<file path="config.mk">
export PLATFORM = sky130hd
export DESIGN_NAME = tag_array_nway
export DESIGN_NICKNAME = d
export VERILOG_FILES = /design/src/rtl/cache_pkg.sv /design/src/rtl/tag_way_bank.sv /design/src/rtl/tag_array_nway.sv
export SDC_FILE = /design/constraint.sdc
export NUM_CORES = 2
export LEC_CHECK = 0
export ABC_AREA = 1
export ABC_CLOCK_PERIOD_IN_PS = 3700
export BUFFER_PORTS_ARGS = -buffer_cell sky130_fd_sc_hd__buf_2
export CAP_MARGIN = 10
export CELL_PAD_IN_SITES_DETAIL_PLACEMENT = 0
export CELL_PAD_IN_SITES_GLOBAL_PLACEMENT = 1
export CORE_UTILIZATION = 35
export CTS_CLUSTER_SIZE = 14
export DETAILED_ROUTE_END_ITERATION = 12
export GPL_ROUTABILITY_DRIVEN = 0
export PLACE_DENSITY_LB_ADDON = 0.05
export RECOVER_POWER = 25
export SLEW_MARGIN = 20
export SYNTH_ARGS = -nofsm -noshare
export SYNTH_HDL_FRONTEND = slang
export SYNTH_SLANG_ARGS = --single-unit
</file>
<file path="constraint.sdc">
create_clock -name CK -period 3.7 [get_ports CK]
set_input_delay 0.185 -clock CK [delete_from_list [all_inputs] [get_ports CK]]
set_output_delay 0.185 -clock CK [all_outputs]
set_load 0.005 [all_outputs]
</file>
<file path="src/rtl/cache_pkg.sv">
// Shared L1 cache definitions: the way-count helpers and the way-select priority
// encoder that the tag and data arrays both use.
package cache_pkg;

  localparam int MAX_WAYS     = 8;
  localparam int MAX_WAY_BITS = 3;

  typedef logic [MAX_WAYS-1:0] way_vec_t;

  typedef enum logic {
    S_INIT,
    S_IDLE
  } state_e;

  // A one-way cache still carries a 1-bit way field so the port never collapses.
  function automatic int way_bits(input int num_ways);
    return (num_ways > 1) ? $clog2(num_ways) : 1;
  endfunction

  function automatic logic [MAX_WAY_BITS-1:0] first_one(input way_vec_t vec);
    first_one = '0;
    for (int i = MAX_WAYS - 1; i >= 0; i--) begin
      if (vec[i]) first_one = MAX_WAY_BITS'(i);
    end
  endfunction

endpackage

</file>
<file path="src/rtl/tag_way_bank.sv">
// One way of the tag store: SETS x (tag + valid) with a registered read port,
// a tag/valid write port and a valid-clear port.
module tag_way_bank #(
  parameter int SET_BITS = 5,
  parameter int TAG_BITS = 23
) (
  input  logic                CK,
  input  logic                rst,
  input  logic                rd_en,
  input  logic [SET_BITS-1:0] rd_addr,
  input  logic                wr_en,
  input  logic [SET_BITS-1:0] wr_addr,
  input  logic [TAG_BITS-1:0] wr_tag,
  input  logic                clr_en,
  input  logic [SET_BITS-1:0] clr_addr,
  output logic [TAG_BITS-1:0] rd_tag,
  output logic                rd_vld
);

  localparam int SETS = 2 ** SET_BITS;

  logic [TAG_BITS-1:0] tag_mem [SETS];
  logic [SETS-1:0]     valid_q, valid_d;
  logic [TAG_BITS-1:0] rd_tag_q, rd_tag_d;
  logic                rd_vld_q, rd_vld_d;

  // A write applied after the clear lets a same-cycle write win over an invalidate.
  always_comb begin
    // NOTE: every always_comb output gets a default first so no path infers a latch.
    valid_d = valid_q;
    if (clr_en) valid_d[clr_addr] = 1'b0;
    if (wr_en)  valid_d[wr_addr]  = 1'b1;
  end

  always_comb begin
    rd_tag_d = rd_en ? tag_mem[rd_addr] : rd_tag_q;
    rd_vld_d = rd_en ? valid_q[rd_addr] : rd_vld_q;
  end

  // NOTE: storage is not reset; the valid bits are cleared by the sweep instead.
  always_ff @(posedge CK) begin
    valid_q <= valid_d;
    if (wr_en) tag_mem[wr_addr] <= wr_tag;
  end

  always_ff @(posedge CK) begin
    // NOTE: non-blocking assignments make the read see pre-write contents.
    if (rst) begin
      rd_tag_q <= '0;
      rd_vld_q <= 1'b0;
    end else begin
      rd_tag_q <= rd_tag_d;
      rd_vld_q <= rd_vld_d;
    end
  end

  assign rd_tag = rd_tag_q;
  assign rd_vld = rd_vld_q;

endmodule

</file>
<file path="src/rtl/tag_array_nway.sv">
// N-way set-associative L1 tag store with valid bits, an invalidation sweep
// after reset/flush, and one-cycle hit detection.
module tag_array_nway
  import cache_pkg::*;
#(
  parameter  int NUM_WAYS = 4,
  parameter  int SET_BITS = 5,
  parameter  int TAG_BITS = 23,
  localparam int WAY_BITS = way_bits(NUM_WAYS)
) (
  input  logic                         CK,
  input  logic                         rst,
  input  logic                         flush_req,
  output logic                         ready,
  input  logic [SET_BITS-1:0]          A,
  input  logic                         lookup_en,
  input  logic [TAG_BITS-1:0]          tag_in,
  input  logic [NUM_WAYS-1:0]          WEB,
  input  logic                         inv_en,
  input  logic [NUM_WAYS-1:0]          inv_mask,
  input  logic [TAG_BITS-1:0]          DI,
  output logic                         rd_valid,
  output logic [NUM_WAYS-1:0]          hit_vec,
  output logic                         hit,
  output logic [WAY_BITS-1:0]          hit_way,
  output logic                         multi_hit,
  output logic [NUM_WAYS*TAG_BITS-1:0] DO,
  output logic [NUM_WAYS-1:0]          VO
);

  localparam int SETS = 2 ** SET_BITS;

  state_e              state_q;
  logic [SET_BITS-1:0] cnt_q;
  logic                ready_q;

  always_ff @(posedge CK) begin
    if (rst) begin
      state_q <= S_INIT;
      cnt_q   <= '0;
      ready_q <= 1'b0;
    end else begin
      case (state_q)
        S_INIT: begin
          cnt_q <= cnt_q + 1'b1;
          if (cnt_q == SET_BITS'(SETS - 1)) begin
            state_q <= S_IDLE;
            ready_q <= 1'b1;
          end
        end
        S_IDLE: begin
          if (flush_req) begin
            state_q <= S_INIT;
            cnt_q   <= '0;
            ready_q <= 1'b0;
          end
        end
        default: state_q <= S_INIT;
      endcase
    end
  end

  logic                rd_en, sweeping;
  logic                rd_valid_q, rd_valid_d;
  logic [TAG_BITS-1:0] tag_cmp_q, tag_cmp_d;

  assign sweeping = (state_q == S_INIT);
  assign rd_en    = lookup_en && ready_q;

  // The compare tag is captured with the read so results hold between lookups.
  always_comb begin
    rd_valid_d = rd_en;
    tag_cmp_d  = rd_en ? tag_in : tag_cmp_q;
  end

  always_ff @(posedge CK) begin
    if (rst) begin
      rd_valid_q <= 1'b0;
      tag_cmp_q  <= '0;
    end else begin
      rd_valid_q <= rd_valid_d;
      tag_cmp_q  <= tag_cmp_d;
    end
  end

  logic [TAG_BITS-1:0] rd_tag [NUM_WAYS];
  logic [NUM_WAYS-1:0] rd_vld;

  for (genvar k = 0; k < NUM_WAYS; k++) begin : g_way
    tag_way_bank #(
      .SET_BITS(SET_BITS),
      .TAG_BITS(TAG_BITS)
    ) u_bank (
      .CK      (CK),
      .rst     (rst),
      .rd_en   (rd_en),
      .rd_addr (A),
      .wr_en   (ready_q && !WEB[k]),
      .wr_addr (A),
      .wr_tag  (DI),
      .clr_en  (sweeping || (ready_q && inv_en && inv_mask[k])),
      .clr_addr(sweeping ? cnt_q : A),
      .rd_tag  (rd_tag[k]),
      .rd_vld  (rd_vld[k])
    );
    assign DO[k*TAG_BITS +: TAG_BITS] = rd_tag[k];
  end

  logic [NUM_WAYS-1:0]     hit_vec_c;
  way_vec_t                hit_pad;
  logic [MAX_WAY_BITS-1:0] hit_enc;

  always_comb begin
    hit_vec_c = '0;
    for (int k = 0; k < NUM_WAYS; k++) begin
      hit_vec_c[k] = rd_vld[k] && (rd_tag[k] == tag_cmp_q);
    end
    hit_pad                 = '0;
    hit_pad[NUM_WAYS-1:0]   = hit_vec_c;
    hit_enc                 = first_one(hit_pad);
  end

  assign ready     = ready_q;
  assign rd_valid  = rd_valid_q;
  assign hit_vec   = hit_vec_c;
  assign hit       = |hit_vec_c;
  assign hit_way   = hit_enc[WAY_BITS-1:0];
  assign multi_hit = |(hit_vec_c & (hit_vec_c - 1'b1));
  assign VO        = rd_vld;

endmodule

</file>
==> flow_summary.yaml <==
clock_tree:
  root_buffer: "clkbuf_16"
  cts_htree_levels: 5
  cts_tree: "built"
  clk_pin_slew_worst_paths_ns: 0.06
  cts_made_buffers: 363
  clkLatencyLatePin_ns: 0.98
  clockBufferDepth: 4
  numClockSinks: 3199
  cts_setup_buffers: 0
setup_path:
  worstSetupPathType: "flip-flop to output port"
  worstPathArrival_ns: 3.54
  worst_setup_path_end_kind: "output port"
  cp.required_ns: 3.51
  reg2reg_slack_ns: 0.93
  worstSetupStartpointType: "flip-flop"
  crit_fanout: 5
yosys:
  avgSynthCellArea_sq_um: 11.5
  yosysUniqueCellTypes: 23
  async_reset_ff_frac: 0
  yosysWarnings: 0
  synth.top_cell.area_share: 0.705
  netlist_top_cells_count: "nand2_1 (4,813), edfxtp_1 (2,944), nor2_1 (414)"
  yosysSeqAreaShare: 0.746
  synth_edf_count: 2944
  synthCells: 10900
  synth_area_sq_um: 125000
  yosys.area.top_type: "edfxtp_1"
  yosys-top-cells-area: "edfxtp_1 (71%), nand2_1 (14%), dfxtp_1 (4.1%)"
  ys_ff_latch: 3199
  ys.flop_type: "edfxtp_1"
  synth_nets: 11000
  yosysMostFrequentCell: "nand2_1"
job:
  max_cap_violations: 24
global_route:
  grt_overflow: 0
  antenna_found_initial: 39
  grt_max_degree: 108
  grt_pass1_wl_microns: 661000
  grt_use_total: 0.261
  grt_pass1_vias: 80000
place:
  dp_hpwl_microns: 291000
  place_ws_ns: 0.571
  placed_area_sq_um: 135000
  port_buffers: 169
timing:
  finalCritPeriodShare: 1.01
  min_period_ns: 3.72
  finalWorstSetupSlack_ns: -0.0205
  timing.slew.headroom: -1.60
  hold_viol_final: 0
  tightest_slew_ns: 3.90
  report.final.slew_viol_count: 1612
  setup_viol: 1
  skew_ns: 0.0504
  holdWs_ns: 0.119
  fmax_ghz: 0.269
die:
  rows: 219
  die_x_microns: 600
  start_util: 0.352
  ios: 170
  die_y_microns: 600
  core_sq_um: 356000
  die_area_sq_um: 360000
layout:
  fillCellCount: 33700
  post-route-util: 0.414
  drive_gt1_frac: 0.109
  syn2layout_area_growth_pct: 17.7
  nNetsFinal: 11400
  final_area_sq_um: 147000
detailed_routing:
  drt_iter0_drc: 8156
  via_per_inst: 5.10
  vias: 83800
  drt_wl_total_microns: 481000
  drc_errors: 11
  first_pass_iters: 10
  wl_per_cell_microns: 29.2
  drtAntennaViolNets: 0
min_path:
  hp-class: "input pin to flip-flop"
outcome:
  status: "finished, violations left"
  failed_checks: "design-rule violations, max-capacitance violations, max-slew violations, negative setup slack"
power:
  p_leak_nw: 53.1
  ir_worst_vdd_v: 0.000373
  finalPower_w: 0.0798
  power.density_nw_per_um2: 541
-- placed cells by master (no fill, tap or decap), types with 4 or more instances in the layout --
cell / Yosys / layout
a21oi_1: 407 / 406
buf_12: 0 / 110
buf_2: 203 / 143
buf_4: 8 / 309
bufinv_16: 0 / 38
clkbuf_1: 293 / 86
clkbuf_16: 0 / 365
clkbuf_2: 1 / 21
clkbuf_8: 0 / 24
clkinv_1: 0 / 66
clkinv_16: 0 / 6
clkinv_2: 0 / 61
clkinv_8: 0 / 5
clkinvlp_4: 0 / 4
dfxtp_1: 255 / 250
dfxtp_2: 0 / 5
diode_2: 0 / 24
dlygate4sd3_1: 0 / 52
edfxtp_1: 2944 / 2944
inv_1: 311 / 310
inv_16: 0 / 9
inv_6: 0 / 7
nand2_1: 4813 / 4811
nand3_1: 202 / 198
nand3_2: 0 / 4
nand4_1: 399 / 399
nor2_1: 414 / 286
nor2_2: 6 / 113
nor2_4: 0 / 21
nor3_2: 2 / 5
o21ai_0: 352 / 352
o21ai_1: 233 / 233
or2_4: 0 / 4
-- routing by layer --
metal	part of all wire	global-route usage	vias up
met1	0.44	0.365	42300
li1	-	-	38300
met4	0.035	0.0818	12
met2	0.46	0.422	2592
met3	0.059	0.0373	625
met5	0.00016	0	-
-- layout make-up --
class / instances / area, sq um / area share
Antenna cell: 24 / 60.1 / 0.000407
Tap cell: 4751 / 5940 / 0.0403
Timing Repair Buffer: 644 / 5950 / 0.0404
Multi-Input combinational cell: 6844 / 28800 / 0.195
Clock inverter: 197 / 2240 / 0.0152
Inverter: 315 / 1200 / 0.00815
Clock buffer: 471 / 9780 / 0.0663
Sequential cell: 3199 / 93500 / 0.634
-- cell families (layout without fill, tap and decap cells) --
| family | Yosys count | count (layout) | share of synthesized area |
|---|---|---|---|
| buf+inv | 870 | 1627 | 0.0283 |
| compound gates | 993 | 993 | 0.0397 |
| xor+xnor | 2 | 2 | 0.000140 |
| simple gates | 5847 | 5847 | 0.185 |
| fa+ha+maj | 2 | 2 | 0.000200 |
| other cells | 0 | 24 | 0 |
| flops | 3199 | 3199 | 0.746 |
-- state kept, by name (all words and copies together) (netlist names) --
| register | flops |
|---|---|
| cnt_q | 5 |
| g_way.u_bank.rd_tag | 92 |
| g_way.u_bank.rd_vld | 4 |
| g_way.u_bank.tag_mem | 2944 |
| g_way.u_bank.valid_q | 128 |
| rd_valid | 1 |
| ready | 1 |
| state_q | 1 |
| tag_cmp_q | 23 |
-- report_power, final --
group          switching, W  internal, W
logic               0.00289     0.000800
clock network        0.0152       0.0214
registers         0.0000148       0.0395
total                0.0181       0.0617
-- path summary, 6_finish.rpt --
check,from,end,cells after the start
hold / removal,WEB[3],g_way[3].u_bank.valid_q[1]$_DFF_P_,3
hold reg to reg,g_way[3].u_bank.valid_q[9]$_DFF_P_,g_way[3].u_bank.valid_q[9]$_DFF_P_,2
setup / recovery,tag_cmp_q[13]$_SDFFE_PP0P_,hit_way[0],12
setup reg to reg,ready$_SDFFE_PP0P_,g_way[2].u_bank.rd_tag[8]$_SDFFE_PP0P_,6
-- metrics by stage --
step | TNS [ns] | cells
after CTS | 0 | 16400
final | -0.0205 | 16400
after detailed placement | 0 | 15700
after floorplan | 0 | 10900
after global routing | -0.0000611 | 16400
after global placement | 0 | 15700
-- worst max-delay path, cell delays in order (launching register included) --
cell	delay, ns
dfxtp_1	0.68
inv_1	0.43
nand2_1	0.15
nand2_1	0.07
nor2_1	0.10
nand2_1	0.08
nor2_1	0.15
inv_1	0.06
nor2_1	0.26
buf_4	0.24
nand2_1	0.07
a21oi_1	0.13
buf_2	0.13
-- timing repair --
| action | CTS | global route |
|---|---|---|
| endpoints found under the hold margin | 1714 | 0 |
| hold buffers | 52 | 0 |
| gates resized for setup | 8 | 1 |
| endpoints found under the setup margin | 5 | 1 |
| cloned | 0 | 0 |
(Power assumes the default switching activity.)
